===== src/rtl/spi_slave_frame_rx.sv =====
// SPI slave frame engine: pin synchronisers, CPOL/CPHA edge decode, rx/tx shifting,
// single-entry tx buffer. Optional LSB-first support is enabled by defining SPI_SLAVE_LSBFE_EN.
module spi_slave_frame_rx #(
    parameter int                DATA_W   = 8,
    parameter int                SYNC_STG = 2,
    parameter logic [DATA_W-1:0] IDLE_TX  = 8'hFF
) (
    input  logic              PCLK,
    input  logic              PRESET,
    input  logic              ss_i,
    input  logic              sclk_i,
    input  logic              mosi_i,
    input  logic [1:0]        spi_mode_i,
    input  logic              spiswai_i,
`ifdef SPI_SLAVE_LSBFE_EN
    input  logic              lsbfe_i,
`endif
    input  logic [DATA_W-1:0] tx_data_i,
    input  logic              tx_load_i,
    output logic              tx_empty_o,
    output logic [DATA_W-1:0] rx_data_o,
    output logic              rx_valid_o,
    output logic              tip_o,
    output logic              miso_o,
    output logic              miso_oe_o,
    output logic              frame_err_o,
    output logic              tx_underrun_o
);

    localparam int CNT_W = $clog2(DATA_W);

    typedef enum logic {IDLE, ACTIVE} state_t;

    logic [2:0] pin_vec;
    logic [2:0] pin_s;
    logic       ss_s, sclk_s, mosi_s;

    assign pin_vec = {ss_i, sclk_i, mosi_i};

    // Chains clear to 0 so a slave select already low at reset release never looks like a fall.
    genvar gi;
    generate
        for (gi = 0; gi < 3; gi++) begin : g_sync
            logic [SYNC_STG-1:0] chain_reg;
            always_ff @(posedge PCLK) begin
                if (PRESET) begin
                    chain_reg <= '0;
                end else begin
                    chain_reg <= {chain_reg[SYNC_STG-2:0], pin_vec[gi]};
                end
            end
            assign pin_s[gi] = chain_reg[SYNC_STG-1];
        end
    endgenerate

    assign ss_s   = pin_s[2];
    assign sclk_s = pin_s[1];
    assign mosi_s = pin_s[0];

    state_t            state_reg;
    logic              ss_prev_reg, sclk_prev_reg;
    logic              cpol_reg, cpha_reg, lsb_reg;
    logic [CNT_W-1:0]  bit_cnt_reg;
    logic [DATA_W-1:0] rx_shift_reg, tx_shift_reg, tx_buf_reg;
    logic              tx_empty_reg;
    logic [DATA_W-1:0] rx_data_reg;
    logic              rx_valid_reg, tip_reg, miso_reg, miso_oe_reg;
    logic              frame_err_reg, tx_underrun_reg;

    logic              lsb_start;
`ifdef SPI_SLAVE_LSBFE_EN
    assign lsb_start = lsbfe_i;
`else
    assign lsb_start = 1'b0;
`endif

    function automatic logic first_bit(input logic [DATA_W-1:0] d, input logic lsb);
        return lsb ? d[0] : d[DATA_W-1];
    endfunction

    function automatic logic [DATA_W-1:0] advance(input logic [DATA_W-1:0] d, input logic lsb);
        return lsb ? (d >> 1) : (d << 1);
    endfunction

    logic              lead_edge, trail_edge, sample_edge, shift_edge;
    logic              ss_fall, ss_rise, last_bit;
    logic              start_frame, frame_done, consume;
    logic [DATA_W-1:0] tx_pick, rx_next;

    assign lead_edge   = (sclk_prev_reg == cpol_reg) && (sclk_s != cpol_reg);
    assign trail_edge  = (sclk_prev_reg != cpol_reg) && (sclk_s == cpol_reg);
    assign sample_edge = cpha_reg ? trail_edge : lead_edge;
    assign shift_edge  = cpha_reg ? lead_edge  : trail_edge;
    assign ss_fall     = ss_prev_reg && !ss_s;
    assign ss_rise     = !ss_prev_reg && ss_s;
    assign last_bit    = (bit_cnt_reg == CNT_W'(DATA_W - 1));

    assign start_frame = (state_reg == IDLE) && ss_fall && !spiswai_i;
    assign frame_done  = (state_reg == ACTIVE) && !ss_rise && sample_edge && last_bit;
    assign consume     = start_frame || frame_done;
    assign tx_pick     = tx_empty_reg ? IDLE_TX : tx_buf_reg;
    assign rx_next     = lsb_reg ? {mosi_s, rx_shift_reg[DATA_W-1:1]}
                                 : {rx_shift_reg[DATA_W-2:0], mosi_s};

    always_ff @(posedge PCLK) begin
        if (PRESET) begin
            state_reg       <= IDLE;
            ss_prev_reg     <= 1'b0;
            sclk_prev_reg   <= 1'b0;
            cpol_reg        <= 1'b0;
            cpha_reg        <= 1'b0;
            lsb_reg         <= 1'b0;
            bit_cnt_reg     <= '0;
            rx_shift_reg    <= '0;
            tx_shift_reg    <= '0;
            tx_buf_reg      <= '0;
            tx_empty_reg    <= 1'b1;
            rx_data_reg     <= '0;
            rx_valid_reg    <= 1'b0;
            tip_reg         <= 1'b0;
            miso_reg        <= 1'b0;
            miso_oe_reg     <= 1'b0;
            frame_err_reg   <= 1'b0;
            tx_underrun_reg <= 1'b0;
        end else begin
            ss_prev_reg     <= ss_s;
            sclk_prev_reg   <= sclk_s;
            rx_valid_reg    <= 1'b0;
            frame_err_reg   <= 1'b0;
            tx_underrun_reg <= 1'b0;

            // A load coinciding with consumption refills the buffer after the old byte leaves.
            if (consume) begin
                tx_underrun_reg <= tx_empty_reg;
                tx_empty_reg    <= 1'b1;
            end
            if (tx_load_i) begin
                tx_buf_reg   <= tx_data_i;
                tx_empty_reg <= 1'b0;
            end

            case (state_reg)
                IDLE: begin
                    if (start_frame) begin
                        state_reg   <= ACTIVE;
                        cpol_reg    <= spi_mode_i[1];
                        cpha_reg    <= spi_mode_i[0];
                        lsb_reg     <= lsb_start;
                        bit_cnt_reg <= '0;
                        tip_reg     <= 1'b1;
                        miso_oe_reg <= 1'b1;
                        // CPHA=0 needs the first bit valid before the first sclk edge.
                        if (!spi_mode_i[0]) begin
                            miso_reg     <= first_bit(tx_pick, lsb_start);
                            tx_shift_reg <= advance(tx_pick, lsb_start);
                        end else begin
                            tx_shift_reg <= tx_pick;
                        end
                    end
                end
                ACTIVE: begin
                    if (ss_rise) begin
                        state_reg     <= IDLE;
                        tip_reg       <= 1'b0;
                        miso_oe_reg   <= 1'b0;
                        miso_reg      <= 1'b0;
                        bit_cnt_reg   <= '0;
                        frame_err_reg <= (bit_cnt_reg != '0);
                    end else begin
                        if (sample_edge) begin
                            rx_shift_reg <= rx_next;
                            if (last_bit) begin
                                bit_cnt_reg  <= '0;
                                rx_data_reg  <= rx_next;
                                rx_valid_reg <= 1'b1;
                                tx_shift_reg <= tx_pick;
                            end else begin
                                bit_cnt_reg <= bit_cnt_reg + CNT_W'(1);
                            end
                        end
                        if (shift_edge) begin
                            miso_reg     <= first_bit(tx_shift_reg, lsb_reg);
                            tx_shift_reg <= advance(tx_shift_reg, lsb_reg);
                        end
                    end
                end
                default: state_reg <= IDLE;
            endcase
        end
    end

    assign tx_empty_o    = tx_empty_reg;
    assign rx_data_o     = rx_data_reg;
    assign rx_valid_o    = rx_valid_reg;
    assign tip_o         = tip_reg;
    assign miso_o        = miso_reg;
    assign miso_oe_o     = miso_oe_reg;
    assign frame_err_o   = frame_err_reg;
    assign tx_underrun_o = tx_underrun_reg;

endmodule

===== config.mk =====
export PLATFORM = sky130hd
export DESIGN_NAME = spi_slave_frame_rx
export DESIGN_NICKNAME = d
export VERILOG_FILES = /design/src/rtl/spi_slave_frame_rx.sv
export SDC_FILE = /design/constraint.sdc
export NUM_CORES = 1
export LEC_CHECK = 0
export CORE_MARGIN = 3
export CORE_UTILIZATION = 46
export CTS_BUF_LIST = sky130_fd_sc_hd__clkbuf_8
export CTS_CLUSTER_SIZE = 30
export DETAILED_ROUTE_END_ITERATION = 10
export PLACE_DENSITY = 0.78
export SLEW_MARGIN = 20
export SYNTH_ARGS = -nofsm -noshare
export SYNTH_HDL_FRONTEND = slang
export SYNTH_SLANG_ARGS = --single-unit

===== constraint.sdc =====
create_clock -name PCLK -period 2.7 [get_ports PCLK]
set_input_delay 0.675 -clock PCLK [delete_from_list [all_inputs] [get_ports PCLK]]
set_output_delay 0.675 -clock PCLK [all_outputs]
set_load 0.01 [all_outputs]

==> out/metrics.csv, run 1 <==
metric,value,unit
RSZ-0062 raised after global routing,false,
Slew HR,55.65,%
Ant. Diodes,0,
largest net degree at the start of global routing,32,
main flop type after synthesis,dfxtp_1,
core area,4880,sq um
global-route wire length before repair,8.625,mm
Pint,1115,uW
Worst R2R Path Depth,5,
endpoints failing setup,0,
Overall Power,1445,uW
syn nets,279,
initial antenna violation count,0,
Gate power share,9.5,%
GPL Wtd Cong,0.8282,
post-route ant nets,0,
Final Non-Filler Cells,351,
switching share of power,22.89,%
"Max FO, Critical Path",15,
Worst EP arrival,2220,ps
layout cell share with drive strength beyond 1,12.68,%
clk buf depth,2,
fin crit period,2004,ps
post-layout instance area,2844,sq um
CTS Root Buffer Type,clkbuf_8,
Fillers,450,
Residual DRC,0,
synthesized area,2399,sq um
Final Hold Fails,0,
reg2reg start,bit_cnt_reg[0],
vias per cell,5.664,
placed insts,343,
critical path class,flip-flop to flip-flop,
hold depth,1,
router iterations before antenna repair,4,
leakage power,0.001052,uW
Resize count post-CTS,0,
CTS tree,yes,
Area after DPL,2731,sq um
most frequent cells in the layout,"51 x dfxtp_1, 31 x clkdlybuf4s50_1, 19 x nor2_1",
GR Overflow Total,0,
setup TNS,0,ps
Total Wirelength,5.102,mm
# nets final,303,
Hold Crit Class,flip-flop to flip-flop,
ys async rst share,0,%
Vias,1988,
skew final,10.16,ps
Synth cell types,52,
hold_sp,g_sync[1].chain_reg[0],
WHS Endpoint,g_sync[1].chain_reg[1],
fin. max-slew vios,0,
Max Cap Viol,0,
Setup crit end kind,flip-flop,
DIE AREA,6117,sq um
"Clk pin slew, worst setup/hold paths",90,ps
Synth Warn #,0,
"FF+latch count, synth",51,
Critical Path RT,2910,ps
Die W,78.21,um
vias in the first global route,1864,
Reg2Reg Setup Slack,700,ps
Worst-Margin Slew,665.2,ps
I/O pin cnt,32,
sw power,330.9,uW
fin crit share,74.22,%
Post-synth EDFFs,0,
routed len/inst,14.54,um
status,finished clean,
Area Overhead vs Synth,18.57,%
starting density of the core,49.15,%
row cnt,25,
CTS Hold Buffers Added,0,
post-synthesis cell count,259,
post-synthesis sequential area ratio,42.57,%
VDD IR max,0.0002918,V
worst r2r dst,tx_shift_reg[5],
HPWL after detailed placement,3.496,mm
Die H,78.21,um
register share of total power,54.4,%
clk sinks,51,
Clock Latency Late Sink,300,ps
critical path startpoint category,flip-flop,
fmax,499.0,MHz
H-tree depth,2,
DR iter-0 viols,117,
Syn Area/Cell,9.261,sq um
CTS Buf Count,5,
Tot GR Track Use,17.26,%
"most common cell after layout, fill and taps aside",dfxtp_1,
total setup buffers inserted after CTS,0,
pwr/cell area,508.3,nW/um^2
Clock Power Share,36.1,%
port bufs,31,
## power groups by stage
stage                     registers (uW)  clock network [uW]  logic (uW)
after global routing                 789                 571         153
after CTS                            786                 539         138
after global placement               803                   0         135
after floorplan                      801                   0        86.9
final                                786                 522         137
after detailed placement             804                   0         137
## logic make-up (layout without fill, tap and decap cells)
kind of cell	after synthesis	after routing	synth area share (%)
flip-flops	51	51	42.57
AND/OR/NAND/NOR	81	81	19.35
buffers and inverters	33	58	6.624
XOR/XNOR	2	2	1.044
AO/OA/AOI/OAI	74	74	22.48
adder cells (fa/ha/maj)	3	3	1.565
multiplexers	15	15	6.364
## worst max-delay path, stage by stage, from the launching register on
cell	delay, ps
dfxtp_1	330
ha_1	190
ha_1	410
o311ai_2	560
nor3_1	140
a311oi_1	280
## through the flow
step	hold slack [ps]	worst slack [ps]	util, %
floorplan	413.8	989.7	-
global placement	417.1	426.7	55.97
detailed placement	432.5	386.5	55.97
CTS	455.6	707.3	58.28
global route	468.9	513.5	58.28
finish	450.6	696.0	58.28
## layout make-up
class	instances	area, sq um	area share, %
Tap cell	67	83.83	2.948
Sequential cell	51	1021	35.90
Clock inverter	3	43.79	1.540
Inverter	12	45.04	1.584
Multi-Input combinational cell	175	1219	42.85
Clock buffer	5	68.82	2.420
Timing Repair Buffer	38	362.8	12.76
## cells in the mapped netlist, drive strengths merged, types with 3 or more instances
| cell | count | area share [%] |
|---|---|---|
| a21oi | 12 | 2.5 |
| a311oi | 11 | 4.0 |
| a31o | 8 | 2.9 |
| a31oi | 3 | 0.78 |
| and3 | 3 | 1.0 |
| buf | 10 | 3.0 |
| clkbuf | 11 | 1.8 |
| dfxtp | 51 | 43 |
| ha | 3 | 1.6 |
| inv | 12 | 1.9 |
| mux2i | 13 | 5.4 |
| nand2 | 5 | 0.78 |
| nand3 | 9 | 1.9 |
| nand4 | 4 | 1.0 |
| nor2 | 19 | 3.0 |
| nor2b | 13 | 3.4 |
| nor3 | 10 | 2.3 |
| nor4 | 5 | 1.3 |
| o21ai | 15 | 3.1 |
| o311ai | 6 | 2.5 |
| o31ai | 7 | 2.2 |
| o32ai | 3 | 1.1 |
## per-layer routing
metal	global-route usage [%]	part of all wire, %	vias up
met3	2.867	5.4	5
li1	-	-	1007
met1	23.55	47	925
met5	0	0	-
met4	5.420	1.0	0
met2	27.91	47	51
## worst max path at each step
stage,start,end,cells after the start
finish,bit_cnt_reg[0],tx_shift_reg[5],5
global route,bit_cnt_reg[0],tx_shift_reg[5],5
detailed placement,spiswai_i,tx_shift_reg[5],5
CTS,bit_cnt_reg[0],tx_shift_reg[3],5
floorplan,PRESET,tx_buf_reg[7],4
global placement,spiswai_i,tx_shift_reg[5],5
No activity file was read; power rests on OpenSTA's default activity.
==> run 2: changes to the inputs <==
Settings changed: PLACE_DENSITY 0.78 to 0.8.
Clock period 2.7 ns to 1.8 ns, I/O delays scaled along.
==> run 2 against run 1 <==
  * Worst hold slack got worse by 6.0 ps
  * Global-route usage grew 1.8 points
  * Clock skew is 1.2 ps lower
  * Power up 64%
  * Core utilization is 4.2 points higher
  * Via count up 6.7%
  * Setup slack lost 640 ps
  * Register-to-register slack worse by 640 ps
  * Sequential power up 50%
  * Combinational power increased by 72%
  * Sequential cell count unchanged
  * Critical path type unchanged
  * Critical endpoint unchanged
  * Largest cell class unchanged
  * Highest routed layer unchanged
==> out/metrics.csv, run 2 (synthesis results as in run 1) <==
metric,value,unit,change
fin. max-slew vios,0,,unchanged
global-route wire length before repair,9.287,mm,+7.7%
Total Wirelength,5.658,mm,+11%
router iterations before antenna repair,4,,unchanged
fmax,574.0,MHz,+15%
row cnt,25,,unchanged
CTS Hold Buffers Added,0,,unchanged
clk sinks,51,,unchanged
fin crit share,96.78,%,+23 points
Area Overhead vs Synth,27.18,%,
routed len/inst,15.42,um,+6.1%
Final Hold Fails,0,,unchanged
critical path class,flip-flop to flip-flop,,
Residual DRC,0,,unchanged
CP top delay family,simple AND/OR/NAND/NOR gates,,
skew final,9.003,ps,-1.161 ps
Clock Latency Late Sink,320,ps,+20 ps
starting density of the core,49.15,%,unchanged
Hold Crit Class,flip-flop to flip-flop,,
met1 usage,22.87,%,-0.68 points
"worst slack, placed",-244.9,ps,-631.4 ps
Finished Core Util,62.51,%,+4.2 points
DR iter-0 viols,196,,+68%
GR Overflow Total,0,,unchanged
post-route ant nets,0,,unchanged
"Clk pin slew, worst setup/hold paths",100,ps,about the same
"most common cell after layout, fill and taps aside",dfxtp_1,,
port bufs,31,,unchanged
endpoints failing setup,0,,unchanged
GR Layer Usage met2,32.36,%,+4.5 points
Worst-Margin Slew,412.1,ps,-253.1 ps
core area,4880,sq um,unchanged
vias in the first global route,2004,,+7.5%
placed insts,358,,+4.4%
setup TNS,0,ps,unchanged
CTS Root Buffer Type,clkbuf_8,,
critical path startpoint category,flip-flop,,
Tot GR Track Use,19.04,%,+1.8 points
pwr/cell area,775.4,nW/um^2,+53%
GPL Wtd Cong,0.8032,,-3.0%
Die H,78.21,um,unchanged
Setup crit end kind,flip-flop,,
vias per cell,5.782,,+2.1%
Max Cap Viol,0,,unchanged
largest net degree at the start of global routing,27,,-16%
Final Non-Filler Cells,367,,+4.6%
# nets final,319,,+5.3%
leakage power,0.001144,uW,+8.8%
number of buffers and inverters on the critical path,0,,unchanged
HPWL after detailed placement,3.893,mm,+11%
Slew HR,71.74,%,+16 points
Worst EP arrival,1930,ps,-290 ps
fin crit period,1742,ps,-261.9 ps
GR Layer Usage met3,4.358,%,+1.5 points
"slowest stage delay, CP",540,ps,-20 ps
RSZ-0062 raised after global routing,false,,
Die W,78.21,um,unchanged
VDD IR max,0.0004202,V,+44%
"Slowest-stage cell, CP",or3_2,,
CTS Buf Count,5,,unchanged
"Max FO, Critical Path",5,,-10
status,finished clean,,
CTS tree,yes,,
Critical Path RT,1990,ps,-920 ps
crit path cell chain,ha_1 -> ha_2 -> or3_2 -> a31oi_1 -> a311oi_1,,
I/O pin cnt,32,,unchanged
H-tree depth,2,,unchanged
final worst-path setup slack,57.89,ps,-638.1 ps
GR peak layer,met2,,
final hold slack,444.6,ps,-5.991 ps
Vias,2122,,+6.7%
most frequent cells in the layout,"50 x dfxtp_1, 31 x clkdlybuf4s50_1, 21 x buf_4",,
initial antenna violation count,0,,unchanged
clk buf depth,2,,unchanged
DIE AREA,6117,sq um,unchanged
layout cell share with drive strength beyond 1,19.67,%,+7.0 points
Ant. Diodes,0,,unchanged
[run 2: timing repair]
item / in CTS / in global routing
buffers inserted: 0 / 1
endpoints found under the setup margin: 7 / 18
pin swaps: 0 / 1
resized for setup: 2 / 7
endpoints found under the hold margin: 0 / 0
[run 2: metal layers]
metal  wire length (um)  vias up
li1                   -     1039
met1               2495     1025
met2               2842       47
met3                205       11
met4                114        0
met5                  0        -
[run 2: cell type report]
cell class	count	area, sq um
Sequential cell	51	1022
Multi-Input combinational cell	175	1255
Tap cell	67	83.83
Clock buffer	5	68.82
Fill cell	441	1829
Timing Repair Buffer	54	508.0
Inverter	12	45.04
Clock inverter	3	67.56
[run 2: worst paths after layout]
kind,cells after the start,endpoint,startpoint,slack (ps)
worst max-delay path,5,tx_shift_reg[5],bit_cnt_reg[0],60
worst min-delay path,1,g_sync[2].chain_reg[1],g_sync[2].chain_reg[0],440
worst max register to register,5,tx_shift_reg[5],bit_cnt_reg[0],60
worst min register to register,1,g_sync[2].chain_reg[1],g_sync[2].chain_reg[0],440
[run 2: worst reg2reg max path, stage by stage, from the launching register on]
cell      delay, ps
dfxtp_1         350
ha_1            230
ha_2            220
or3_2           540
a31oi_1         200
a311oi_1         70
[run 2: per-stage QoR]
step	total power, uW	area [sq um]
2_1_floorplan	1333	2399
3_3_place_gp	1431	2869
3_5_place_dp	1436	2869
4_1_cts	2366	3022
5_1_grt	2443	3050
6_report	2365	3050
[run 2: power breakdown]
group / internal (uW) / switching, uW
clock network: 554 / 395
logic: 121 / 115
registers: 1160 / 22.3
total: 1830 / 532
